$ cat config.mk
export PLATFORM = sky130hd
export DESIGN_NAME = ej32_mem_arb
export DESIGN_NICKNAME = d
export VERILOG_FILES = /design/src/rtl/ej32_pkg.sv /design/src/rtl/ej32_arb_pick.sv /design/src/rtl/ej32_mem_arb.sv
export SDC_FILE = /design/constraint.sdc
export NUM_CORES = 1
export LEC_CHECK = 0
export ABC_AREA = 1
export CORE_ASPECT_RATIO = 0.8
export CORE_MARGIN = 2
export CORE_UTILIZATION = 48
export DETAILED_ROUTE_END_ITERATION = 10
export GPL_TIMING_DRIVEN = 0
export PLACE_DENSITY = 0.83
export SLEW_MARGIN = 15
export SYNTH_ARGS = -nofsm -noshare
export SYNTH_HDL_FRONTEND = slang
export SYNTH_SLANG_ARGS = --single-unit
$ cat constraint.sdc
create_clock -name clk -period 2.6 [get_ports clk]
set_clock_uncertainty 0.15 [all_clocks]
set_input_delay 0.52 -clock clk [delete_from_list [all_inputs] [get_ports clk]]
set_output_delay 0.52 -clock clk [all_outputs]
set_load 0.05 [all_outputs]
$ cat src/rtl/ej32_pkg.sv
// Shared types and helpers for the eJ32 memory-port arbiter.
package ej32_pkg;

  typedef enum logic [1:0] {IDLE, BURST, TAIL} arb_state_t;

  typedef enum logic [1:0] {SZ_B, SZ_S, SZ_W} ls_sz_t;

  // Encoding 3 is not a named size and falls through to a word.
  function automatic int unsigned ls_len(ls_sz_t sz);
    case (sz)
      SZ_B:    return 1;
      SZ_S:    return 2;
      default: return 4;
    endcase
  endfunction

  // Byte idx of a right-aligned word, idx 0 being the least-significant byte.
  function automatic logic [7:0] byte_at(logic [31:0] w, logic [1:0] idx);
    case (idx)
      2'd0:    return w[7:0];
      2'd1:    return w[15:8];
      2'd2:    return w[23:16];
      default: return w[31:24];
    endcase
  endfunction

endpackage

$ cat src/rtl/ej32_arb_pick.sv
// Fetch vs load/store winner select; round-robin pointer only when EJ32_ARB_RR_EN is defined.
module ej32_arb_pick (
`ifdef EJ32_ARB_RR_EN
  input  logic clk,
  input  logic rst,
`endif
  input  logic en,
  input  logic if_req,
  input  logic ls_req,
  output logic if_win,
  output logic ls_win
);

`ifdef EJ32_ARB_RR_EN
  logic ls_last_q;
  logic conflict;

  assign conflict = en & if_req & ls_req;
  // Reset value means "IF won last", so the first conflict goes to LS.
  assign ls_win   = en & ls_req & (~if_req | ~ls_last_q);
  assign if_win   = en & if_req & ~ls_win;

  always_ff @(posedge clk or negedge rst) begin
    if (!rst) begin
      ls_last_q <= 1'b0;
    end else if (conflict) begin
      ls_last_q <= ls_win;
    end
  end
`else
  assign ls_win = en & ls_req;
  assign if_win = en & if_req & ~ls_req;
`endif

endmodule

$ cat src/rtl/ej32_mem_arb.sv
// Byte-wide SRAM arbiter/sequencer: single-byte fetches and big-endian LS bursts.
// Round-robin arbitration is selected with EJ32_ARB_RR_EN; fixed LS priority otherwise.
module ej32_mem_arb
  import ej32_pkg::*;
#(
  parameter int unsigned AW = 17
) (
  input  logic          clk,
  input  logic          rst,
  input  logic          if_req,
  input  logic [AW-1:0] if_addr,
  output logic          if_gnt,
  output logic          if_vld,
  output logic [7:0]    if_data,
  input  logic          ls_req,
  input  logic          ls_we,
  input  logic [1:0]    ls_sz,
  input  logic [AW-1:0] ls_addr,
  input  logic [31:0]   ls_wdata,
  output logic          ls_gnt,
  output logic          ls_done,
  output logic [31:0]   ls_rdata,
  output logic          mem_cs,
  output logic          mem_we,
  output logic [AW-1:0] mem_addr,
  output logic [7:0]    mem_wdata,
  input  logic [7:0]    mem_rdata
);

  arb_state_t    state_q, state_d;
  logic [1:0]    cnt_q, cnt_d;
  logic [1:0]    last_q, last_d;   // index of the final byte, N-1
  logic          we_q, we_d;
  logic [AW-1:0] addr_q, addr_d;
  logic [31:0]   wdata_q, wdata_d;
  logic [31:0]   rdata_q, rdata_d;
  logic          rd_pend_q, rd_pend_d;
  logic          done_q;
  logic          if_vld_q;
  logic          if_win, ls_win;
  logic [1:0]    req_last;

  assign req_last = 2'(ls_len(ls_sz_t'(ls_sz)) - 1);

  ej32_arb_pick u_pick (
`ifdef EJ32_ARB_RR_EN
    .clk    (clk),
    .rst    (rst),
`endif
    .en     ((state_q == IDLE) & rst),
    .if_req (if_req),
    .ls_req (ls_req),
    .if_win (if_win),
    .ls_win (ls_win)
  );

  always_comb begin
    state_d   = state_q;
    cnt_d     = cnt_q;
    last_d    = last_q;
    we_d      = we_q;
    addr_d    = addr_q;
    wdata_d   = wdata_q;
    rd_pend_d = 1'b0;
    if_gnt    = 1'b0;
    ls_gnt    = 1'b0;
    mem_cs    = 1'b0;
    mem_we    = 1'b0;
    mem_addr  = '0;
    mem_wdata = '0;

    unique case (state_q)
      IDLE: begin
        if (ls_win) begin
          ls_gnt    = 1'b1;
          mem_cs    = 1'b1;
          mem_we    = ls_we;
          mem_addr  = ls_addr;
          mem_wdata = ls_we ? byte_at(ls_wdata, req_last) : 8'h00;
          rd_pend_d = ~ls_we;
          we_d      = ls_we;
          addr_d    = ls_addr;
          wdata_d   = ls_wdata;
          last_d    = req_last;
          if (req_last == 2'd0) begin
            state_d = TAIL;
            cnt_d   = 2'd0;
          end else begin
            state_d = BURST;
            cnt_d   = 2'd1;
          end
        end else if (if_win) begin
          if_gnt   = 1'b1;
          mem_cs   = 1'b1;
          mem_addr = if_addr;
        end
      end
      BURST: begin
        mem_cs    = 1'b1;
        mem_we    = we_q;
        mem_addr  = addr_q + {{(AW-2){1'b0}}, cnt_q};
        mem_wdata = we_q ? byte_at(wdata_q, last_q - cnt_q) : 8'h00;
        rd_pend_d = ~we_q;
        if (cnt_q == last_q) begin
          state_d = TAIL;
          cnt_d   = 2'd0;
        end else begin
          cnt_d = cnt_q + 2'd1;
        end
      end
      TAIL: begin
        state_d = IDLE;
      end
      default: begin
        state_d = IDLE;
      end
    endcase
  end

  // Load bytes arrive one cycle after issue and shift in MSB first.
  always_comb begin
    rdata_d = rdata_q;
    if (rd_pend_q) begin
      rdata_d = {rdata_q[23:0], mem_rdata};
    end
    if (ls_gnt) begin
      rdata_d = '0;
    end
  end

  always_ff @(posedge clk or negedge rst) begin
    if (!rst) begin
      state_q   <= IDLE;
      cnt_q     <= 2'd0;
      last_q    <= 2'd0;
      we_q      <= 1'b0;
      addr_q    <= '0;
      wdata_q   <= '0;
      rdata_q   <= '0;
      rd_pend_q <= 1'b0;
      done_q    <= 1'b0;
      if_vld_q  <= 1'b0;
    end else begin
      state_q   <= state_d;
      cnt_q     <= cnt_d;
      last_q    <= last_d;
      we_q      <= we_d;
      addr_q    <= addr_d;
      wdata_q   <= wdata_d;
      rdata_q   <= rdata_d;
      rd_pend_q <= rd_pend_d;
      done_q    <= (state_q == TAIL);
      if_vld_q  <= if_gnt;
    end
  end

  assign if_vld   = if_vld_q;
  assign if_data  = if_vld_q ? mem_rdata : 8'h00;
  assign ls_done  = done_q;
  assign ls_rdata = rdata_q;

endmodule

# --- Word-level counts from Yosys, hierarchy flattened ---
# Index checks and enable logic that the tools add are counted.
classes:
  addsub: 4
  eq_ne: 10
  muxes: 32
  n_bitwise: 7
  n_reduce_logical: 9
op_table:
  columns: ["cell", "count"]
  rows:
  - ["two-way mux 32 bit", 2]
  - ["case mux 8 bit (3 select lines)", 2]
  - ["two-way mux 17 bit", 2]
  - ["case mux 17 bit (2 select lines)", 1]
  - ["two-way mux 8 bit", 4]
  - ["adder 17 x 2 -> 17 bit", 1]
  - ["case mux 8 bit (2 select lines)", 1]
  - ["case mux 2 bit (2 select lines)", 3]
  - ["two-way mux 2 bit", 5]
  - ["two-way mux 1 bit", 9]
  - ["equality test 2 x 1 -> 1 bit (second input constant)", 4]
  - ["zero test 2 bit", 4]
  - ["equality test 2 bit (second input constant)", 3]
  - ["case mux 1 bit (2 select lines)", 3]
  - ["AND reduction 2 bit", 3]
  - ["bitwise AND 1 bit", 4]
  - ["inequality test 2 bit (second input constant)", 2]
  - ["nonzero test 2 bit", 2]
  - ["inverter 1 bit", 3]
  - ["adder 2 x 1 -> 2 bit (second input constant)", 1]
  - ["equality test 2 bit", 1]
  - ["subtractor 2 x 1 -> 2 bit (second input constant)", 1]
  - ["subtractor 2 bit", 1]
word_totals:
  reg_bits: 91
  in_bits: 81
  out_inout_bits: 71
  word_cells: 72

# --- Depth between registers and ports, before layout ---
# Gate-level depths: netlist of run 1.
logic_depth:
  word_depth: 8
  mapped_depth: 11
  depth_no_buf: 10

# --- Hierarchy ---
# A second synthesis of run 1 with hierarchy kept.
hier_totals:
  hier_cells: 704
  hier_area_um2: 5086.1
by_module_without_submodules:
  columns: ["module", "instances", "cells_per_inst", "area_per_inst_um2", "seq_area_each_um2"]
  rows:
  - ["ej32_mem_arb", 1, 700, 5068.6, 2277.2]
  - ["ej32_arb_pick", 1, 4, 17.5, 0.0]

# --- Worst setup path before layout of run 1 ---
# No wires, ideal clock.
synth_path:
  path_type: "input-to-output"
  from: "input port ls_sz[0]"
  to: "output port mem_wdata[0]"
  t_arrival_ns: 2.010
  required_time_ns: 1.930
  slack_ns: -0.080
  cell_stages: 9
  n_path_buf: 2
  cell_sequence: "nor2_1 > clkinv_1 > ha_1 > clkbuf_1 > buf_2 > a21oi_1 > o221ai_1 > nand2_1 > nand2_1"
synth_via:
  elab_chain_cells: 8
  word_cells_on_any_way: 11
  cone_classes: "add/sub: 1; eq/ne: 3; mux: 5; reduce/logical: 2"
synth_rtl:
  columns: ["item", "line", "text"]
  rows:
  - ["start, declared", "ej32_mem_arb.sv:17", "input logic [1:0] ls_sz,"]
  - ["equality test 2 x 1 -> 1 bit / zero test 2 bit (equally long branches)", "ej32_pkg.sv:10", "case (sz)"]
  - ["case mux 2 bit (2 select lines) *", "ej32_pkg.sv:10", null]
  - ["subtractor 2 x 1 -> 2 bit *", "ej32_mem_arb.sv:43", "assign req_last = 2'(ls_len(ls_sz_t'(ls_sz)) - 1);"]
  - ["via req_last[0]", "ej32_mem_arb.sv:41", "logic [1:0] req_last;"]
  - ["equality test 2 bit (tied with other cells)", "ej32_pkg.sv:19", "case (idx)"]
  - ["case mux 8 bit (3 select lines) *", "ej32_pkg.sv:19", null]
  - ["two-way mux 8 bit *", "ej32_mem_arb.sv:79", "mem_wdata = ls_we ? byte_at(ls_wdata, req_last) : 8'h00;"]
  - ["two-way mux 8 bit *", "ej32_mem_arb.sv:74", "if (ls_win) begin"]
  - ["case mux 8 bit (2 select lines) *", "ej32_mem_arb.sv:72", "unique case (state_q)"]
  - ["end, declared", "ej32_mem_arb.sv:26", "output logic [7:0] mem_wdata,"]
# Mark *: on every way through the listed nets, which the timed path passes. The rest lies on a longest branch.

# --- Worst setup path in the final report of run 1 ---
layout_path:
  from: "register cnt_q[0]"
  to: "output port mem_addr[16]"
layout_via:
  elab_chain_cells: 2
layout_rtl:
  columns: ["item", "line", "text"]
  rows:
  - ["start, declared", "ej32_mem_arb.sv:31", "logic [1:0] cnt_q, cnt_d;"]
  - ["start signal, assigned", "ej32_mem_arb.sv:145", "cnt_q <= cnt_d;"]
  - ["adder 17 x 2 -> 17 bit", "ej32_mem_arb.sv:101", "mem_addr = addr_q + {{(AW-2){1'b0}}, cnt_q};"]
  - ["case mux 17 bit (2 select lines)", "ej32_mem_arb.sv:72", null]
  - ["end, declared", "ej32_mem_arb.sv:25", "output logic [AW-1:0] mem_addr,"]
# No other way between the ends.

==> results of run 1 <==
-- cell type report --
class                           count  share of cell area, %
Tap cell                          140                   2.25
Clock inverter                      5                  0.821
Clock buffer                       11                   3.00
Timing Repair Buffer              174                   23.3
Inverter                          136                   6.83
Buffer                             31                   3.08
Sequential cell                    91                   29.4
Multi-Input combinational cell    441                   31.4
-- path summary, 6_finish.rpt --
path                       slack [ns]  cells past startpoint        start      endpoint
setup / recovery                -0.15                     11     cnt_q[0]  mem_addr[16]
hold / removal                  0.007                      2          rst   wdata_q[28]
setup reg to reg                 0.75                      6   state_q[1]   wdata_q[29]
hold reg to reg                  0.33                      2  wdata_q[25]   wdata_q[25]
max in group asynchronous        2.05                      2          rst   wdata_q[11]
min in group clk                 0.33                      2  wdata_q[25]   wdata_q[25]
-- cell families (layout without fill, tap and decap cells) --
group | after synthesis | in the layout
buf+inv | 170 | 357
flops | 91 | 91
fa+ha+maj | 6 | 6
simple gates | 309 | 309
compound gates | 126 | 126
-- registers in the layout (all words and copies together), names as in the netlist --
name and flops:
we_q 1, rd_pend_q 1, cnt_q 2, wdata_q 32, state_q 2, ls_rdata 32
ls_done 1, last_q 2, addr_q 17, if_vld 1
-- report_power, final --
group	total [mW]	switching, mW	internal, mW
combinational	5.64	3.53	2.11
sequential	2.50	0.490	2.01
clock	1.31	0.558	0.751
total	9.45	4.58	4.87
-- cell usage after synthesis (2+ instances only) --
master and n:
a21oi_1 21, a22oi_1 4, a31oi_1 32, buf_2 8, buf_4 8, clkbuf_1 17
clkinv_1 2, dfrtp_1 91, ha_1 5, inv_1 132, inv_2 2, nand2_1 184
nand3_1 49, nand3b_1 8, nand4_1 7, nor2_1 46, nor2_2 4, nor2_4 2
nor3_1 5, o211ai_1 2, o21ai_0 51, o21ai_1 2, o21bai_1 4, o221ai_1 7
-- worst max-delay path, stage by stage, from the launching register on --
cell and delay [ns]:
dfrtp_2 0.44, ha_4 0.18, fa_2 0.38, nand2_4 0.10, nor2_2 0.05, inv_1 0.09
nor2_4 0.05, nand3_1 0.06, nand2_1 0.06, nand3_1 0.09, nand3_2 0.08, buf_6 0.16
-- stage by stage --
stage	instance area (um^2)	setup WS [ns]	hold WS [ns]
after floorplan	5130	0.0126	0.0744
after global placement	6820	-4.39	0.304
after detailed placement	6840	-1.63	0.307
after CTS	7510	-0.138	0.00975
after global routing	7770	-0.239	0.0231
final	7770	-0.146	0.00725
-- per-layer routing --
layer,vias to the layer above,GRT usage (%),part of all wire [%]
li1,2589,-,-
met1,2638,37.7,40
met2,288,51.2,49
met3,45,7.58,9.2
met4,0,10.2,2.0
met5,-,0,0
-- what timing repair did --
action,in CTS,in global routing
hold buffers,1,0
gates resized for setup,277,65
hold endpoints to repair,43,0
cloned,1,1
buffers inserted,16,3
setup endpoints to repair,37,29
pin swaps,24,22
==> qor.csv, run 1 <==
metric;value;unit
mapped cell area;5100;um^2
post-detailed-route wirelength per cell;16.8;um
Synth Instances;702;
Core Area;10300;um^2
status;complete, but fails checks;
Die W;119;um
Worst Tran Pin Value;0.561;ns
Seq cells post-synth;91;
grt total ovfl;0;
XOR/XNOR share of the synthesized area;0;%
combinational family with the most area after synthesis;simple AND/OR/NAND/NOR gates;
max_cap viols;0;
largest net degree at the start of global routing;49;
Initial Utilization;49.5;%
Ant. Diodes;0;
final setup fails;20;
share of the synthesized area in the top cell type;44.6;%
crit end category;output port;
Slew headroom;62.5;%
DIE AREA;11500;um^2
drc violations;0;
cts bufs inserted;9;
number of global-route vias before repair;5500;
Syn Nets;789;
port buffer count;151;
leading post-synthesis cells by cell area;dfrtp_1 (45%), nand2_1 (14%), inv_1 (9.7%), o21ai_0 (5.0%), nand3_1 (4.8%);
Fillers;760;
WP data arrival;2.08;ns
period utilisation layout;106;%
Non-Filler Instances;1029;
failing checks;setup timing;
via/cell ratio;5.40;
Worst Setup Path Type;flip-flop to output port;
Final min period;2.75;ns
crit path launch type;flip-flop;
first-pass GRT wire length;26500;um
crit-path max FO;4;
Synth area leader;dfrtp_1;
commonest non-fill, non-tap cell in the layout;nand2_1;
share of layout cells above drive strength 1;18.8;%
RSZ-0062 raised after global routing;yes;
ys flop type;dfrtp_1;
total power;9.45;mW
Peak VDD IR;766;uV
commonest non-fill, non-tap cells in the layout;nand2_1 (167), inv_1 (124), clkdlybuf4s50_1 (110);
area delta synth->final;52.2;%
synth unique cells;33;
post-synthesis sequential area ratio;44.6;%
initial antenna violation count;0;
synthesis warning total;0;
Root Driver;clkbuf_16;
routability cong.;0.940;
Reg area;2280;um^2
DIE HEIGHT;96.2;um
fmax;364;MHz
DR vias;5560;
CP Data Required Time;1.93;ns
Fin. Hold Viols;0;
post-synthesis mux area share;0;%
adder-cell area share of the yosys netlist;1.62;%
CTS tree;yes;
GRT Util Overall;30.0;%
clock slew at reported path FFs;0.06;ns
Async SR Flop Fraction;100;%
# IOs;152;
clk buf depth;2;
Simple-Gate Fraction of Synth Area;26.1;%
post-layout util;75.3;%
1st-pass router iterations;6;
Inst Count DP;994;
Final ANT Viol Nets;0;
Cell Rows;33;
fin. max-slew vios;0;
Detailed Place HPWL;11700;um
H-tree depth;3;
DR iter-0 viols;552;
setup ws final;-0.146;ns
drt total wl;17300;um
PD cells;1220;nW/um^2
CTS sink count;91;
number of flops mapped to enable cells by yosys;0;
worst skew pair latency;0.34;ns
Avg Cell Area, Syn;7.27;um^2
setup tns final;-1.73;ns
Synth Area in Compound Gates;14.3;%
nets@finish;971;
worst hold path class;input pin to async pin;
Leakage;3.95;nW
area of the multi-input gates;2440;um^2
(Power assumes the default switching activity.)
==> inputs of run 2 (changes only) <==
HOLD_SLACK_MARGIN = 0.05   (was not set)
==> run 2 against run 1 <==
Compared with the run above:
- the run still ends with setup timing left
- power down 0.27%
- combinational power about the same
- sequential power about the same
- setup slack worse by 0.015 ns
==> qor.csv, run 2 (synthesized netlist as in run 1, its figures left out) <==
metric;value;unit;change
clock slew at reported path FFs;0.07;ns;about the same
clk buf depth;2;;unchanged
met2 GRT Util;51.1;%;-0.14 points
period utilisation layout;106;%;+0.57 points
via/cell ratio;5.42;;+0.35%
Worst Setup Path Type;flip-flop to output port;;
Combinational Power Share;59.6;%;about the same
crit-path cells;ha_4 -> fa_2 -> nand2_4 -> nor2_4 -> nand3_2 -> o21ai_1 -> nand2_1 -> o21ai_2 -> buf_6;;
first-pass GRT wire length;26600;um;+0.31%
Slew headroom;61.5;%;-0.96 points
cts bufs inserted;9;;unchanged
final setup fails;21;;+5.0%
met1 global-route usage;37.9;%;+0.26 points
Design Area, Final;7770;um^2;about the same
Ant. Diodes;0;;unchanged
WP data arrival;2.09;ns;about the same
worst skew pair latency;0.34;ns;about the same
number of global-route vias before repair;5497;;-0.055%
DR vias;5585;;+0.45%
Leakage;3.95;nW;about the same
port buffer count;151;;unchanged
worst hold path class;flip-flop to flip-flop;;
DIE HEIGHT;96.2;um;unchanged
CP Data Required Time;1.93;ns;about the same
Worst Tran Pin Value;0.577;ns;+0.0161 ns
Cell Rows;33;;unchanged
cell depth of the worst setup path;9;;-2
post-detailed-route wirelength per cell;16.8;um;-0.13%
largest net degree at the start of global routing;49;;unchanged
Core Area;10300;um^2;unchanged
initial antenna violation count;0;;unchanged
crit end category;output port;;
failing checks;setup timing;;
grt total ovfl;0;;unchanged
CP top delay family;simple AND/OR/NAND/NOR gates;;
Inst Count DP;994;;unchanged
GR Layer Usage met3;7.58;%;unchanged
Final min period;2.76;ns;+0.0148 ns
share of layout cells above drive strength 1;18.7;%;-0.13 points
Clk network pwr share;13.9;%;about the same
routability cong.;0.940;;unchanged
area delta synth->final;52.3;%;about the same
Root Driver;clkbuf_16;;
Initial Utilization;49.5;%;unchanged
Non-Filler Instances;1030;;+0.097%
DIE AREA;11500;um^2;unchanged
crit path launch type;flip-flop;;
drt total wl;17300;um;about the same
GRT Util Overall;30.1;%;+0.091 points
RSZ-0062 raised after global routing;yes;;
sequential share of power;26.5;%;about the same
setup ws final;-0.161;ns;-0.0148 ns
# IOs;152;;unchanged
Fin. Hold Viols;0;;unchanged
CTS sink count;91;;unchanged
internal power;4.86;mW;-0.14%
Die W;119;um;unchanged
depth of the worst hold-timing path;2;;
commonest non-fill, non-tap cells in the layout;nand2_1 (167), inv_1 (124), clkdlybuf4s50_1 (110);;
CP max stage delay;0.41;ns;-0.03 ns
fmax;362;MHz;-0.53%
PD cells;1210;nW/um^2;-0.31%
Peak VDD IR;763;uV;-0.39%
crit-path max FO;4;;unchanged
P_sw;4.56;mW;-0.40%
critical path's slowest cell;dfrtp_1;;
CP bufs+invs;1;;-1
H-tree depth;3;;unchanged
DR iter-0 viols;592;;+7.2%
Final ANT Viol Nets;0;;unchanged
drc violations;0;;unchanged
Detailed Place HPWL;11700;um;unchanged
max_cap viols;0;;unchanged
1st-pass router iterations;6;;unchanged
status;complete, but fails checks;;
commonest non-fill, non-tap cell in the layout;nand2_1;;
nets@finish;972;;+0.10%
Worst R2R Path Depth;6;;unchanged
Placed Area;6840;um^2;unchanged
CTS tree;yes;;
Sw Share;48.4;%;-0.064 points
GRT busiest layer;met2;;
fin. max-slew vios;0;;unchanged
## run 2: power by group through the flow
stage                     Combinational [mW]  Clock (mW)  Sequential, mW
after floorplan                         2.53           0            2.96
after global placement                  4.47           0            2.42
after detailed placement                4.57           0            2.45
after CTS                               5.08        1.32            2.45
after global routing                    5.99        1.38            2.57
final                                   5.61        1.31            2.50
## run 2: worst reg2reg max path: stages (launching register included)
cell and delay (ns):
dfrtp_2 0.44, nor2_4 0.20, nand3_4 0.12, buf_4 0.19
buf_2 0.20, buf_2 0.24, o21ai_0 0.21
## run 2: stage by stage
step	hold slack (ns)	util (%)	power (mW)	setup TNS [ns]	setup WS, ns
2_1_floorplan	0.0744	-	5.48	0	0.0126
3_3_place_gp	0.304	66.0	6.90	-632.83	-4.39
3_5_place_dp	0.307	66.3	7.02	-30.91	-1.63
4_1_cts	0.324	72.9	8.85	-0.974	-0.138
5_1_grt	0.336	75.3	9.93	-3.52	-0.239
6_report	0.328	75.3	9.42	-1.81	-0.161
## run 2: final cells by class
class | count | area, um^2
Timing Repair Buffer | 175 | 1820
Clock inverter | 5 | 63.8
Buffer | 31 | 239
Fill cell | 765 | 2550
Sequential cell | 91 | 2280
Clock buffer | 11 | 233
Multi-Input combinational cell | 441 | 2430
Tap cell | 140 | 175
Inverter | 136 | 528
## run 2: worst paths after layout
| path | start | endpoint | slack (ns) |
|---|---|---|---|
| worst max register to register | state_q[1] | wdata_q[29] | 0.77 |
| worst min-delay path | wdata_q[25] | wdata_q[25] | 0.33 |
| worst min register to register | wdata_q[25] | wdata_q[25] | 0.33 |
| worst max-delay path | addr_q[0] | mem_addr[12] | -0.16 |
| min in group asynchronous | rst | wdata_q[28] | 0.77 |
| max in group asynchronous | rst | ls_rdata[16] | 1.30 |
## run 2: layer usage
layer	vias up	share of wire [%]
met5	-	0
met4	0	1.7
met3	33	9.5
met2	322	49
met1	2635	40
li1	2595	-
## run 2: timing repair
item,in CTS,in global routing
gates resized for setup,277,64
setup buffers,16,3
cloned,1,1
endpoints found under the hold margin,43,0
pin swaps,24,22
endpoints found under the setup margin,37,29
hold buffers,2,0
==> inputs of run 3 (changes only) <==
CORE_UTILIZATION = 52   (was 48)
PLACE_DENSITY = 0.89   (was 0.83)
clock period = 3.5 ns   (was 2.6 ns; I/O delays follow)
==> run 3 against run 2 <==
Compared with the run above:
- the run now ends clean
- final area is 9.3% lower
- combinational power is 40% lower
- worst hold slack worse by 0.22 ns
- core utilization is 1.9 points lower
- flip-flop and latch count stayed put
- final cell count is 4.1% lower
- first-iteration DRC count is 13% lower
- setup slack better by 0.25 ns
- power is 33% lower
- critical endpoint is now mem_we
- count of clock-buffer cells in the layout is 1 lower
==> qor.csv, run 3 (synthesized netlist as in run 1, its figures left out) <==
metric;value;unit;change
largest net degree at the start of global routing;57;;+16%
number of global-route vias before repair;5464;;-0.60%
worst skew pair latency;0.34;ns;about the same
DIE HEIGHT;92.6;um;-3.8%
Root Driver;clkbuf_16;;
cts bufs inserted;9;;unchanged
GRT Util Overall;31.1;%;+1.0 points
Initial Utilization;53.1;%;+3.7 points
WP data arrival;2.56;ns;+0.47 ns
Die W;115;um;-3.8%
Worst R2R Path Depth;6;;unchanged
nets@finish;951;;-2.2%
fmax;293;MHz;
r2r setup slk;1.73;ns;+0.96 ns
crit end category;output port;;
first-pass GRT wire length;25900;um;-2.5%
area of the multi-input gates;2160;um^2;-11%
DR vias;5463;;-2.2%
1st-pass router iterations;5;;-1
Worst Setup Path Type;input pin to output port;;
period utilisation layout;97.4;%;
setup tns final;0;ns;+1.81 ns
Worst Setup EP;mem_we;;
drc violations;0;;unchanged
CTS sink count;91;;unchanged
worst hold path class;input pin to async pin;;
Fillers;748;;-2.2%
crit-path cells;clkdlybuf4s50_1 -> nand3_4 -> inv_2 -> buf_6 -> nand2_4 -> o21ai_0 -> dlygate4sd2_1;;
area delta synth->final;38.2;%;
# IOs;152;;unchanged
CTS tree;yes;;
crit path launch type;input pin;;
Ant. Diodes;0;;unchanged
clock slew at reported path FFs;0.06;ns;about the same
port buffer count;151;;unchanged
worst r2r dst;wdata_q[13];;
critical path startpoint;ls_req;;
H-tree depth;3;;unchanged
commonest non-fill, non-tap cell in the layout;nand2_1;;
DR iter-0 viols;518;;-13%
crit-path max FO;10;;+6
PD cells;890;nW/um^2;-27%
post-detailed-route wirelength per cell;16.2;um;-3.9%
commonest non-fill, non-tap cells in the layout;nand2_1 (184), inv_1 (132), clkdlybuf4s50_1 (120);;
via/cell ratio;5.53;;+2.0%
Slew headroom;61.1;%;-0.49 points
Detailed Place HPWL;11700;um;about the same
critical path's slowest cell;dlygate4sd2_1;;
FF-to-FF Start;state_q[0];;
Final ANT Viol Nets;0;;unchanged
Fin. Hold Viols;0;;unchanged
Peak VDD IR;522;uV;-32%
status;finished clean;;
RSZ-0062 raised after global routing;no;;
CP top delay family;buffers and inverters;;
Worst Tran Pin Value;0.584;ns;+0.00735 ns
final setup fails;0;;-100%
CP max stage delay;0.58;ns;+0.17 ns
clk buf depth;2;;unchanged
Cell Rows;32;;-3.0%
Core Area;9610;um^2;-6.9%
Reg area;2280;um^2;-0.22%
Final min period;3.41;ns;
routability cong.;0.939;;about the same
CP bufs+invs;4;;+3
share of layout cells above drive strength 1;8.75;%;-9.9 points
CP Data Required Time;2.65;ns;+0.72 ns
cell depth of the worst setup path;7;;-2
DIE AREA;10600;um^2;-7.4%
initial antenna violation count;0;;unchanged
grt total ovfl;0;;unchanged
post-layout util;73.4;%;-1.9 points
drt total wl;16000;um;-7.8%
Leakage;3.70;nW;-6.3%
max_cap viols;0;;unchanged
fin. max-slew vios;0;;unchanged
-- run 3: cell count changes in the layout (fill, tap and decap cells not counted), sizes merged --
| cell | delta |
|---|---|
| clkinv | -1 |
| dlymetal6s2s | +2 |
| clkdlybuf4s50 | +10 |
| clkdlybuf4s15 | +1 |
| clkinvlp | -1 |
| bufinv | +1 |
| inv | +2 |
| clkbuf | +10 |
| buf | -41 |
| dlygate4sd2 | -3 |
| dlygate4sd3 | -1 |
-- run 3: report_power, final --
| group | internal, mW | leakage, nW | total, mW | switching [mW] |
|---|---|---|---|---|
| Combinational | 1.05 | 2.38 | 3.37 | 2.32 |
| Clock | 0.636 | 0.159 | 1.06 | 0.428 |
| Sequential | 1.49 | 1.17 | 1.84 | 0.350 |
| Total | 3.18 | 3.70 | 6.28 | 3.10 |
-- run 3: layout make-up --
type	instances	area share, %
sequential	91	32.3
multi-input combinational	441	30.6
timing repair buffer	154	20.6
inverter	136	7.33
clock buffer	10	3.25
buffer	31	2.39
tap	119	2.11
clock inverter	6	1.38
-- run 3: routing by layer --
| metal | share of wire (%) | wire, um | track usage [%] |
|---|---|---|---|
| met4 | 2.7 | 429 | 12.7 |
| met2 | 47 | 7540 | 50.7 |
| met5 | 0 | 0 | 0 |
| met1 | 40 | 6450 | 40.1 |
| met3 | 9.7 | 1550 | 7.26 |
-- run 3: how the worst min path moves through the flow --
stage	to	depth (start not counted)	slack [ns]	start
after floorplan	addr_q[0]	0	0.25	rst
after global placement	wdata_q[25]	2	0.30	wdata_q[25]
after detailed placement	wdata_q[18]	2	0.31	wdata_q[18]
after CTS	wdata_q[31]	1	0.11	rst
after global routing	wdata_q[31]	1	0.13	rst
final	wdata_q[31]	1	0.11	rst
-- run 3: stage by stage --
stage,power [mW],hold WS (ns),worst slack (ns),cell area (um^2),std cells
floorplan,4.06,0.254,0.460,5100,702
global placement,5.09,0.305,-3.81,6770,972
detailed placement,5.22,0.310,-1.02,6790,973
CTS,6.25,0.112,0.0194,7100,989
global route,6.65,0.129,0.00869,7050,988
finish,6.28,0.105,0.0927,7050,988
-- run 3: timing repair --
item	in CTS	in global routing
pin swaps	1	2
buffers inserted	2	0
gates cloned	0	0
hold buffers	0	0
setup endpoints to repair	28	21
gates resized for setup	68	33
-- run 3: worst register-to-register path: cells and delay by family (launching register included) --
kind,cells,cell delay (ns)
compound gates,1,0.12
buf+inv,2,0.47
flops,1,0.42
simple gates,3,0.45
